## src/rtl/seg_decoder.sv

```systemverilog
// seg_decoder: debounces an active-low 7-segment (+DP) bus and decodes each
// newly stable pattern into a hex digit, offered on a valid/ready output slot.
//
// Parameters
//   STABLE_CYCLES  consecutive identical samples needed to accept a pattern (1..255)
//
// Ports
//   clk        sole clock, rising edge
//   reset_n    asynchronous active-low reset
//   seg_in     [7] = DP off (1 = dark), [6:0] = segments g..a, active low
//   out_ready  consumer takes the current result when high with out_valid
//   out_valid  a result is held on out_val/out_dp/out_err
//   out_val    decoded hex digit
//   out_dp     1 = decimal point lit
//   out_err    1 = unrecognized pattern (only with SEG_DECODER_ERR_EN)
//   overrun    sticky: a result was dropped because the slot was occupied
//
// Build option
//   SEG_DECODER_ERR_EN  when defined, unrecognized non-blank patterns are
//                       reported with out_err=1; otherwise they are dropped
//                       silently and out_err is tied to 0.
module seg_decoder #(
  parameter int unsigned STABLE_CYCLES = 4
) (
  input  logic       clk,
  input  logic       reset_n,
  input  logic [7:0] seg_in,
  input  logic       out_ready,
  output logic       out_valid,
  output logic [3:0] out_val,
  output logic       out_dp,
  output logic       out_err,
  output logic       overrun
);

  localparam logic [7:0] STABLE_M1  = 8'(STABLE_CYCLES - 1);
  localparam logic [7:0] STABLE_MAX = 8'(STABLE_CYCLES);
  localparam logic [7:0] IDLE_PAT   = 8'hFF;

  // {hit, digit}; hit=0 for anything outside the hex glyph set
  function automatic logic [4:0] decode(input logic [6:0] s);
    case (s)
      7'h40:   decode = {1'b1, 4'h0};
      7'h79:   decode = {1'b1, 4'h1};
      7'h24:   decode = {1'b1, 4'h2};
      7'h30:   decode = {1'b1, 4'h3};
      7'h19:   decode = {1'b1, 4'h4};
      7'h12:   decode = {1'b1, 4'h5};
      7'h02:   decode = {1'b1, 4'h6};
      7'h78:   decode = {1'b1, 4'h7};
      7'h00:   decode = {1'b1, 4'h8};
      7'h10:   decode = {1'b1, 4'h9};
      7'h08:   decode = {1'b1, 4'hA};
      7'h03:   decode = {1'b1, 4'hB};
      7'h46:   decode = {1'b1, 4'hC};
      7'h21:   decode = {1'b1, 4'hD};
      7'h06:   decode = {1'b1, 4'hE};
      7'h0E:   decode = {1'b1, 4'hF};
      default: decode = 5'h00;
    endcase
  endfunction

  logic [7:0] cand, last, cnt;
  logic       stable, accept, blank, hit, produce, slot_free;
  logic [3:0] dval;

  always_comb begin
    stable    = 1'b0;
    accept    = 1'b0;
    blank     = 1'b0;
    hit       = 1'b0;
    dval      = 4'h0;
    produce   = 1'b0;
    slot_free = 1'b0;
    // With a one-sample window every sample is already "stable", so the
    // pattern is accepted on the edge that first sees it.
    if (STABLE_CYCLES == 1) stable = 1'b1;
    else                    stable = (seg_in == cand) && (cnt == STABLE_M1);
    // Comparing against last makes each held pattern fire exactly once.
    accept    = stable && (seg_in != last);
    blank     = (seg_in[6:0] == 7'h7F);
    {hit, dval} = decode(seg_in[6:0]);
`ifdef SEG_DECODER_ERR_EN
    produce   = accept && !blank;
`else
    produce   = accept && !blank && hit;
`endif
    slot_free = !out_valid || out_ready;
  end

  // Debounce state
  always_ff @(posedge clk or negedge reset_n) begin
    if (!reset_n) begin
      cand <= IDLE_PAT;
      cnt  <= 8'd0;
      last <= IDLE_PAT;
    end else begin
      if (seg_in != cand) begin
        cand <= seg_in;
        cnt  <= 8'd1;
      end else if (cnt < STABLE_MAX) begin
        cnt  <= cnt + 8'd1;
      end
      // Blanks and unrecognized patterns also update last, so a digit
      // repeated after a blank is reported again.
      if (accept) last <= seg_in;
    end
  end

  // Output slot
  always_ff @(posedge clk or negedge reset_n) begin
    if (!reset_n) begin
      out_valid <= 1'b0;
      out_val   <= 4'h0;
      out_dp    <= 1'b0;
      overrun   <= 1'b0;
    end else begin
      if (produce) begin
        if (slot_free) begin
          out_valid <= 1'b1;
          out_val   <= hit ? dval : 4'h0;
          out_dp    <= ~seg_in[7];
        end else begin
          overrun   <= 1'b1;
        end
      end else if (out_valid && out_ready) begin
        out_valid <= 1'b0;
      end
    end
  end

`ifdef SEG_DECODER_ERR_EN
  logic err_q;
  always_ff @(posedge clk or negedge reset_n) begin
    if (!reset_n)                err_q <= 1'b0;
    else if (produce && slot_free) err_q <= ~hit;
  end
  assign out_err = err_q;
`else
  assign out_err = 1'b0;
`endif

endmodule

```

## config.mk

```make
export PLATFORM = sky130hd
export DESIGN_NAME = seg_decoder
export DESIGN_NICKNAME = d
export VERILOG_FILES = /design/src/rtl/seg_decoder.sv
export SDC_FILE = /design/constraint.sdc
export NUM_CORES = 1
export LEC_CHECK = 0
export ABC_AREA = 1
export BUFFER_PORTS_ARGS = -buffer_cell sky130_fd_sc_hd__buf_2
export CORE_UTILIZATION = 43
export CTS_BUF_LIST = sky130_fd_sc_hd__clkbuf_2
export DETAILED_ROUTE_END_ITERATION = 12
export GPL_TIMING_DRIVEN = 0
export PLACE_DENSITY = 0.7
export SLEW_MARGIN = 20
export SYNTH_ARGS = -nofsm -noshare
export SYNTH_HDL_FRONTEND = slang
export SYNTH_SLANG_ARGS = --single-unit
```

## constraint.sdc

```tcl
create_clock -name clk -period 3.2 [get_ports clk]
set_input_delay 0.64 -clock clk [delete_from_list [all_inputs] [get_ports clk]]
set_output_delay 0.64 -clock clk [all_outputs]
set_load 0.005 [all_outputs]
```

Word-level counts from Yosys, hierarchy flattened
Cells that the tools add are included.

Flip-flop bits (word level): 31. Bits of input ports: 11. Output and inout port bits: 8. Logic and storage cells: 53.

Add/subtract/negate cells: 1. Magnitude comparators: 1. Equality and inequality tests: 21. Multiplexer cells: 7. Bitwise logic cells: 2. Reduce and logical (&&, ||, !) cells: 14.

Operators with widths (number): 5-bit one-hot mux with 16 select lines (1); 7-bit equality test (second input constant) (5); 7-bit by 5-bit equality test with 1-bit output (second input constant) (3); 7-bit by 6-bit equality test with 1-bit output (second input constant) (3); 8-bit two-way mux (2); 8-bit != test (2); 7-bit by 2-bit equality test with 1-bit output (second input constant) (2); 7-bit by 4-bit equality test with 1-bit output (second input constant) (2); 8-bit by 1-bit adder with 8-bit output (second input constant) (1); 8-bit by 2-bit equality test with 1-bit output (second input constant) (1); 8-bit equality test (1); 8-bit by 3-bit < comparator with 1-bit output (second input constant) (1); 7-bit by 3-bit equality test with 1-bit output (second input constant) (1); 7-bit zero test (1); 2-bit AND reduction (3); 1-bit logical AND (5); 4-bit two-way mux (1); 2-bit nonzero test (2); 1-bit two-way mux (3); 1-bit zero test (2); 2-bit by 1-bit != test with 1-bit output (second input constant) (1); 1-bit inverter (2); 1-bit logical OR (1).

Longest topological paths before layout
Gate-level depths: netlist of the first run.

Depth after elaboration: 7. Mapped depth: 12. Depth with buffers taken out: 11.

Worst setup path before layout of the first run
OpenSTA, ideal clock, no wires.

Path kind: input to register. From: in seg_in[4]. To: reg out_val[1]. Library setup time: 0.118 ns. Data arrival time: 1.699 ns. Required time: 3.082 ns. Setup slack: 1.383 ns. Stages on the path: 9. Path buffers: 1. Cell sequence: buf_4 > nor3_1 > nand2_1 > nand3_1 > nor2_1 > nand3_2 > nand3_4 > nand2_1 > nand2_1.

Longest elaborated chain between the ends: 6. Elaborated cells on any way between the ends: 27. Classes of those cells: 18 x eq/ne; 2 x mux; 7 x reduce/logical.

Ends and longest elaborated chain: start, declared (line 27) `input logic [7:0] seg_in,`; parallel branches: the longest is 6 deep, another holds 5-bit one-hot mux with 16 select lines; end signal, assigned (line 121) `out_val <= hit ? dval : 4'h0;`; end, declared (line 30) `output logic [3:0] out_val,`.

Parallel ways; which one is timed is not known. A chain may end at the register's enable or synchronous reset.

Worst setup path in the final report of the first run
From: reg cnt[4]. To: reg out_val[3].

Longest elaborated chain between the ends: 6.

Ends and longest elaborated chain: start, declared (line 63) `logic [7:0] cand, last, cnt;`; start signal, assigned (line 102) `cnt <= cnt + 8'd1;`; 8-bit by 2-bit equality test with 1-bit output (line 78) `else stable = (seg_in == cand) && (cnt == STABLE_M1);`; 1-bit logical AND (line 78); 1-bit logical AND (line 80) `accept = stable && (seg_in != last);`; 1-bit logical AND (2 in series) (line 86) `produce = accept && !blank && hit;`; 2-bit AND reduction (no source line).

Every way passes these cells.

==> results of run 1 <==
cell type report:
cell class	instances	area, µm²	share of cell area [%]
buffer	15	81.3	4.09
sequential	31	796	40.0
clock inverter	3	38.8	1.95
inverter	38	143	7.17
timing repair buffer	12	60.1	3.02
clock buffer	5	25.0	1.26
multi-input combinational	168	783	39.4
tap	50	62.6	3.14
flip-flops by register name (all words and copies together), names as in the netlist:
register   flops
out_valid      1
out_dp         1
last           8
cnt            8
out_val        4
cand           8
overrun        1
logic make-up after synthesis:
| kind of cell | count (synthesis) | synth area share [%] |
|---|---|---|
| AND/OR/NAND/NOR | 147 | 36.4 |
| buffers and inverters | 53 | 12.4 |
| flip-flops | 31 | 44.1 |
| AO/OA/AOI/OAI | 16 | 4.72 |
| XOR/XNOR | 3 | 1.46 |
| adder cells (fa/ha/maj) | 1 | 0.694 |
| other | 1 | 0.208 |
cells in the final DEF (no fill, tap or decap), drive strengths merged:
| master | count |
|---|---|
| nand2 | 91 |
| inv | 38 |
| nor2 | 30 |
| buf | 20 |
| dfstp | 16 |
| dfrtp | 15 |
| nand3 | 14 |
| o21ai | 13 |
| clkbuf | 12 |
| nand4 | 7 |
| nor3 | 4 |
| xnor2 | 3 |
| clkinv | 2 |
| o21bai | 1 |
| o21a | 1 |
| a21oi | 1 |
| or2 | 1 |
| ha | 1 |
| conb | 1 |
| bufinv | 1 |
power breakdown:
part | internal (mW) | total (mW) | leakage, nW | switching, mW
Combinational | 0.0257 | 0.0785 | 0.620 | 0.0528
Clock | 0.129 | 0.262 | 0.0404 | 0.134
Sequential | 0.403 | 0.406 | 0.371 | 0.00311
Total | 0.557 | 0.747 | 1.03 | 0.190
per-layer routing:
layer	GRT usage, %	vias to the layer above	wire (µm)
li1	-	799	-
met1	22.1	664	1630
met4	5.85	0	39
met5	0	-	0
met3	4.79	5	155
met2	25.6	32	1490
stage by stage:
step           cell area [µm²]  cells  hold slack (ns)  setup WS [ns]  utilization, %
4_1_cts                   1990    322            0.299           1.38            49.7
5_1_grt                   1990    322            0.324           1.18            49.7
3_5_place_dp              1930    314            0.457           1.11            48.1
3_3_place_gp              1930    314            0.448           1.13            48.1
2_1_floorplan             1800    252            0.344           1.38               -
6_report                  1990    322            0.295           1.40            49.7
worst min path at each step:
| stage | startpoint | end | slack (ns) | cells after the start |
|---|---|---|---|---|
| 2_1_floorplan | reset_n | cnt[0] | 0.34 | 0 |
| 3_3_place_gp | out_val[3] | out_val[3] | 0.45 | 2 |
| 3_5_place_dp | out_val[2] | out_val[2] | 0.46 | 2 |
| 4_1_cts | reset_n | cnt[7] | 0.30 | 1 |
| 5_1_grt | reset_n | cnt[2] | 0.32 | 1 |
| 6_report | reset_n | cnt[2] | 0.30 | 1 |
worst register-to-register path, delay by kind of cell, from the launching register on:
family	cells	cell delay (ns)
DFF	1	0.39
and+or+nand+nor	9	1.26
buffers and inverters	1	0.07
==> flow_summary.toml, run 1 <==
[status]
status = "completed"

[yosys]
yosys-top-cells-count = "89 x nand2_1, 29 x inv_1, 27 x nor2_1, 16 x dfstp_2, 15 x dfrtp_1"
syn_nets = 264
yosysTopAreaCell = "dfstp_2"
synthMostInstantiatedCell = "nand2_1"
yosysUniqueCellTypes = 27
syn_area_um2 = 1800
ys_seq_area_share_pct = 44.1
ys.flop_type = "dfstp_2"
ys_top_cells_by_area = "dfstp_2 23%, dfrtp_1 21%, nand2_1 19%"
ys_ff_latch = 31
synth_edf_count = 0
async_flop_share_pct = 100
avgSynthCellArea_um2 = 7.15
synth_cells = 252
yosysWarnings = 0
yosysTopAreaCellShare_pct = 23.3

[drt]
route.detailed.drc = 0
wl_per_cell_um = 10.3
vias = 1500
dr.pass1.iters = 4
ant_nets = 0
drtIter0Drc = 75
vias_per_cell = 4.66
drt-total-wl_um = 3310

[sta]
rsz0062_at_grt = "false"
max_freq_ghz = 0.556
setup_viol = 0
timing.setup.tns_ns = 0
fin_crit_ns = 1.80
finClkSkew_ns = 0.0106
period_share_pct = 56.2
slew_viol_final = 0
hold_viol = 0
tightest_slew_ns = 0.674
slew-limit-headroom_pct = 55.1

[cells_and_area]
n_fill_cell = 417
num_antenna_cells = 0
fin_nets = 283
syn2layout_area_growth_pct = 10.3
drive_gt1_share_pct = 22.4

[grt]
antenna_found_initial = 0
grt_pass1_vias = 1246
grt_usage_pct = 16.7
grt_pass1_wl_um = 5510
grt_remaining_overflow = 0
grt_start_max_net_pins = 32

[critical_path]
cp_num_buf_inv = 1
cp.required_ns = 3.46
cp_top_family = "simple AND/OR/NAND/NOR gates"
worstSetupEndpointType = "flip-flop"
worstPathCellList = "inv_1 -> nand2_1 -> nor3_1 -> nand2_1 -> nor2_1 -> nand3_4 -> nor2_8 -> nand3_4 -> nand2_1 -> nand2_1"
r2r_setup_slack_ns = 1.40
r2r.worst_path.cells = 10
endpoint = "out_val[3]"
crit_path_top_delay_cell = "dfrtp_1"
critPathLaunchType = "flip-flop"
crit_top_cell = "nand2_1"
cp_max_fo = 8
crit_path_start = "cnt[4]"
worstPathArrival_ns = 2.06
max_stage_delay_ns = 0.39
rr_endpoint = "out_val[3]"
cp.depth = 10
worstSetupPathType = "reg -> reg"
r2r-start = "cnt[4]"

[power_and_ir_drop]
leakage_nw = 1.03
powerDensity_nw_per_um2 = 376
total_power_uw = 747
ir_drop_uv = 252

[cts]
ctsResizeCount = 0
cts_tree = "yes"
cts.clk_slew.worst_paths_ns = 0.16
cts_made_buffers = 5
clockBufferDepth = 2
post_cts_buffers = 0
clock_latency_ns = 0.36
htree_num_levels = 2
hold_buffers = 0
cts_root_buf = "clkbuf_2"
cts_sinks = 31

[floorplan]
coreArea_um2 = 4000
fp.dieArea_um2 = 4460
io-pin-count = 19
rows = 23
die_h_um = 66.8
initial_utilization_pct = 45.1
die_width_um = 66.8

[place]
dp_hpwl_um = 2440
finalWeightedCongestion = 0.868
io_buffers = 12

[run]
cap_violations = 0

[worst_hold_path]
min_path_type = "in -> async"
Power figures use the tool's default switching activity.
==> inputs of run 2 (changes only) <==
Settings changed: PLACE_DENSITY 0.7 to 0.73.
Clock period 3.2 ns to 1.6 ns, I/O delays scaled along.
==> flow_summary.toml, run 2 (synthesis results as in run 1) <==
[worst_hold_path]
hold_depth = 2
min_path_type = "in -> reg"
worstHoldStart = "seg_in[7]"

[critical_path]
worstSetupPathType = "reg -> reg"
crit_path_start = "cand[6]"
worstSetupEndpointType = "flip-flop"
worstPathArrival_ns = 1.93
critPathLaunchType = "flip-flop"
max_stage_delay_ns = 0.57
r2r-start = "cand[6]"
worstPathCellList = "inv_1 -> nand2_1 -> nand2_1 -> nor2_2 -> nand2_2 -> nor2_4 -> nand3_4 -> nor2_8 -> nand3_4 -> nand2_1 -> nand2_1"
r2r.worst_path.cells = 11
crit_path_top_delay_cell = "dfstp_2"
cp.required_ns = 1.91
crit_top_cell = "nand2_1"
cp_max_fo = 7

[cells_and_area]
top_regs = "cand (8), cnt (8), last (8)"
register_area_um2 = 796
drive_gt1_share_pct = 30.0
n_fill_cell = 417
syn2layout_area_growth_pct = 15.1
num_antenna_cells = 0
fin_nets = 291
final_util_pct = 51.9
final_common_cell = "nand2_1"
final_cell_mix = "81 x nand2_1, 27 x inv_1, 24 x nor2_1, 16 x dfstp_2, 15 x dfrtp_1"
multi_input_area_um2 = 825

[drt]
route.detailed.drc = 0
ant_nets = 0
drtIter0Drc = 112
dr.pass1.iters = 4
drt-total-wl_um = 3510
vias = 1551
vias_per_cell = 4.70
wl_per_cell_um = 10.6

[run]
cap_violations = 0

[cts]
clock_latency_ns = 0.39
cts_root_buf = "clkbuf_2"
htree_num_levels = 2
cts.clk_slew.worst_paths_ns = 0.20
cts_sinks = 31
clockBufferDepth = 2
cts_made_buffers = 5
cts_tree = "yes"

[grt]
grt_pass1_wl_um = 5990
grt_usage_pct = 18.3
antenna_found_initial = 0
grt_remaining_overflow = 0
grt_pass1_vias = 1402
grt_start_max_net_pins = 32

[place]
finalWeightedCongestion = 0.883
pre_cts_ws_ns = -0.180
io_buffers = 12
dp_hpwl_um = 2500

[sta]
max_freq_ghz = 0.617
rsz0062_at_grt = "true"
slew_viol_final = 0
fin_crit_ns = 1.62
setup_viol = 6
hold_viol = 0
tightest_slew_ns = 0.677
finClkSkew_ns = 0.0314
layout_setup_ws_ns = -0.0197
timing.setup.tns_ns = -0.0606
holdWs_ns = 0.135
slew-limit-headroom_pct = 54.8
period_share_pct = 101

[status]
failed_checks = "setup timing"
status = "finished, violations left"

[floorplan]
die_width_um = 66.8
rows = 23
initial_utilization_pct = 45.1
die_h_um = 66.8
coreArea_um2 = 4000
io-pin-count = 19
fp.dieArea_um2 = 4460

[power_and_ir_drop]
ir_drop_uv = 322
leakage_nw = 1.06
powerDensity_nw_per_um2 = 662
## run 2: cell types whose count changed in the layout (fill, tap and decap cells not counted), sizes merged
cell / delta
clkinvlp: +2
clkinv: -1
dlygate4sd3: +1
bufinv: -1
buf: +7
## run 2: metal layers
metal / vias to the layer above / global-route usage, % / part of all wire, % / routed length, µm
met1: 695 / 22.3 / 46 / 1610
met4: 0 / 7.18 / 2.0 / 69
li1: 811 / - / - / -
met5: - / 0 / 0 / 0
met2: 37 / 30.2 / 48 / 1680
met3: 8 / 5.14 / 4.3 / 150
## run 2: through the flow
step,area [µm²],instances,power [mW]
floorplan,1800,252,0.934
global placement,1930,314,0.980
detailed placement,1930,314,0.982
CTS,2040,329,1.39
global route,2070,330,1.45
finish,2070,330,1.37
## run 2: worst paths after layout
path	to	slack [ns]
min reg2reg	last[2]	0.49
max in group asynchronous	cnt[7]	0.67
min in group asynchronous	out_val[2]	0.47
max reg2reg	out_val[1]	-0.02
min	cand[7]	0.14
max	out_val[1]	-0.02
## run 2: final cells by class
type	count	share of cell area (%)
flip-flops and latches	31	38.4
clock inverters	3	0.965
multi-input cells	168	39.7
inverters	38	6.88
repair buffers	20	5.91
well taps	50	3.02
plain buffers	15	3.92
clock buffers	5	1.21
## run 2: report_power, final
group,internal (mW),total (mW),switching (mW)
logic,0.0561,0.164,0.108
clock network,0.104,0.395,0.292
registers,0.807,0.813,0.00682
## run 2: critical path, delay by kind of cell (launching register included)
family | cells | cell delay (ns)
and+or+nand+nor | 10 | 0.95
DFF | 1 | 0.57
buffers and inverters | 1 | 0.04
## run 2: what timing repair did
action,CTS,global route
endpoints found under the hold margin,15,0
gates resized for setup,5,11
hold buffers,1,0
pin swaps,7,8
setup buffers,6,1
endpoints found under the setup margin,15,15
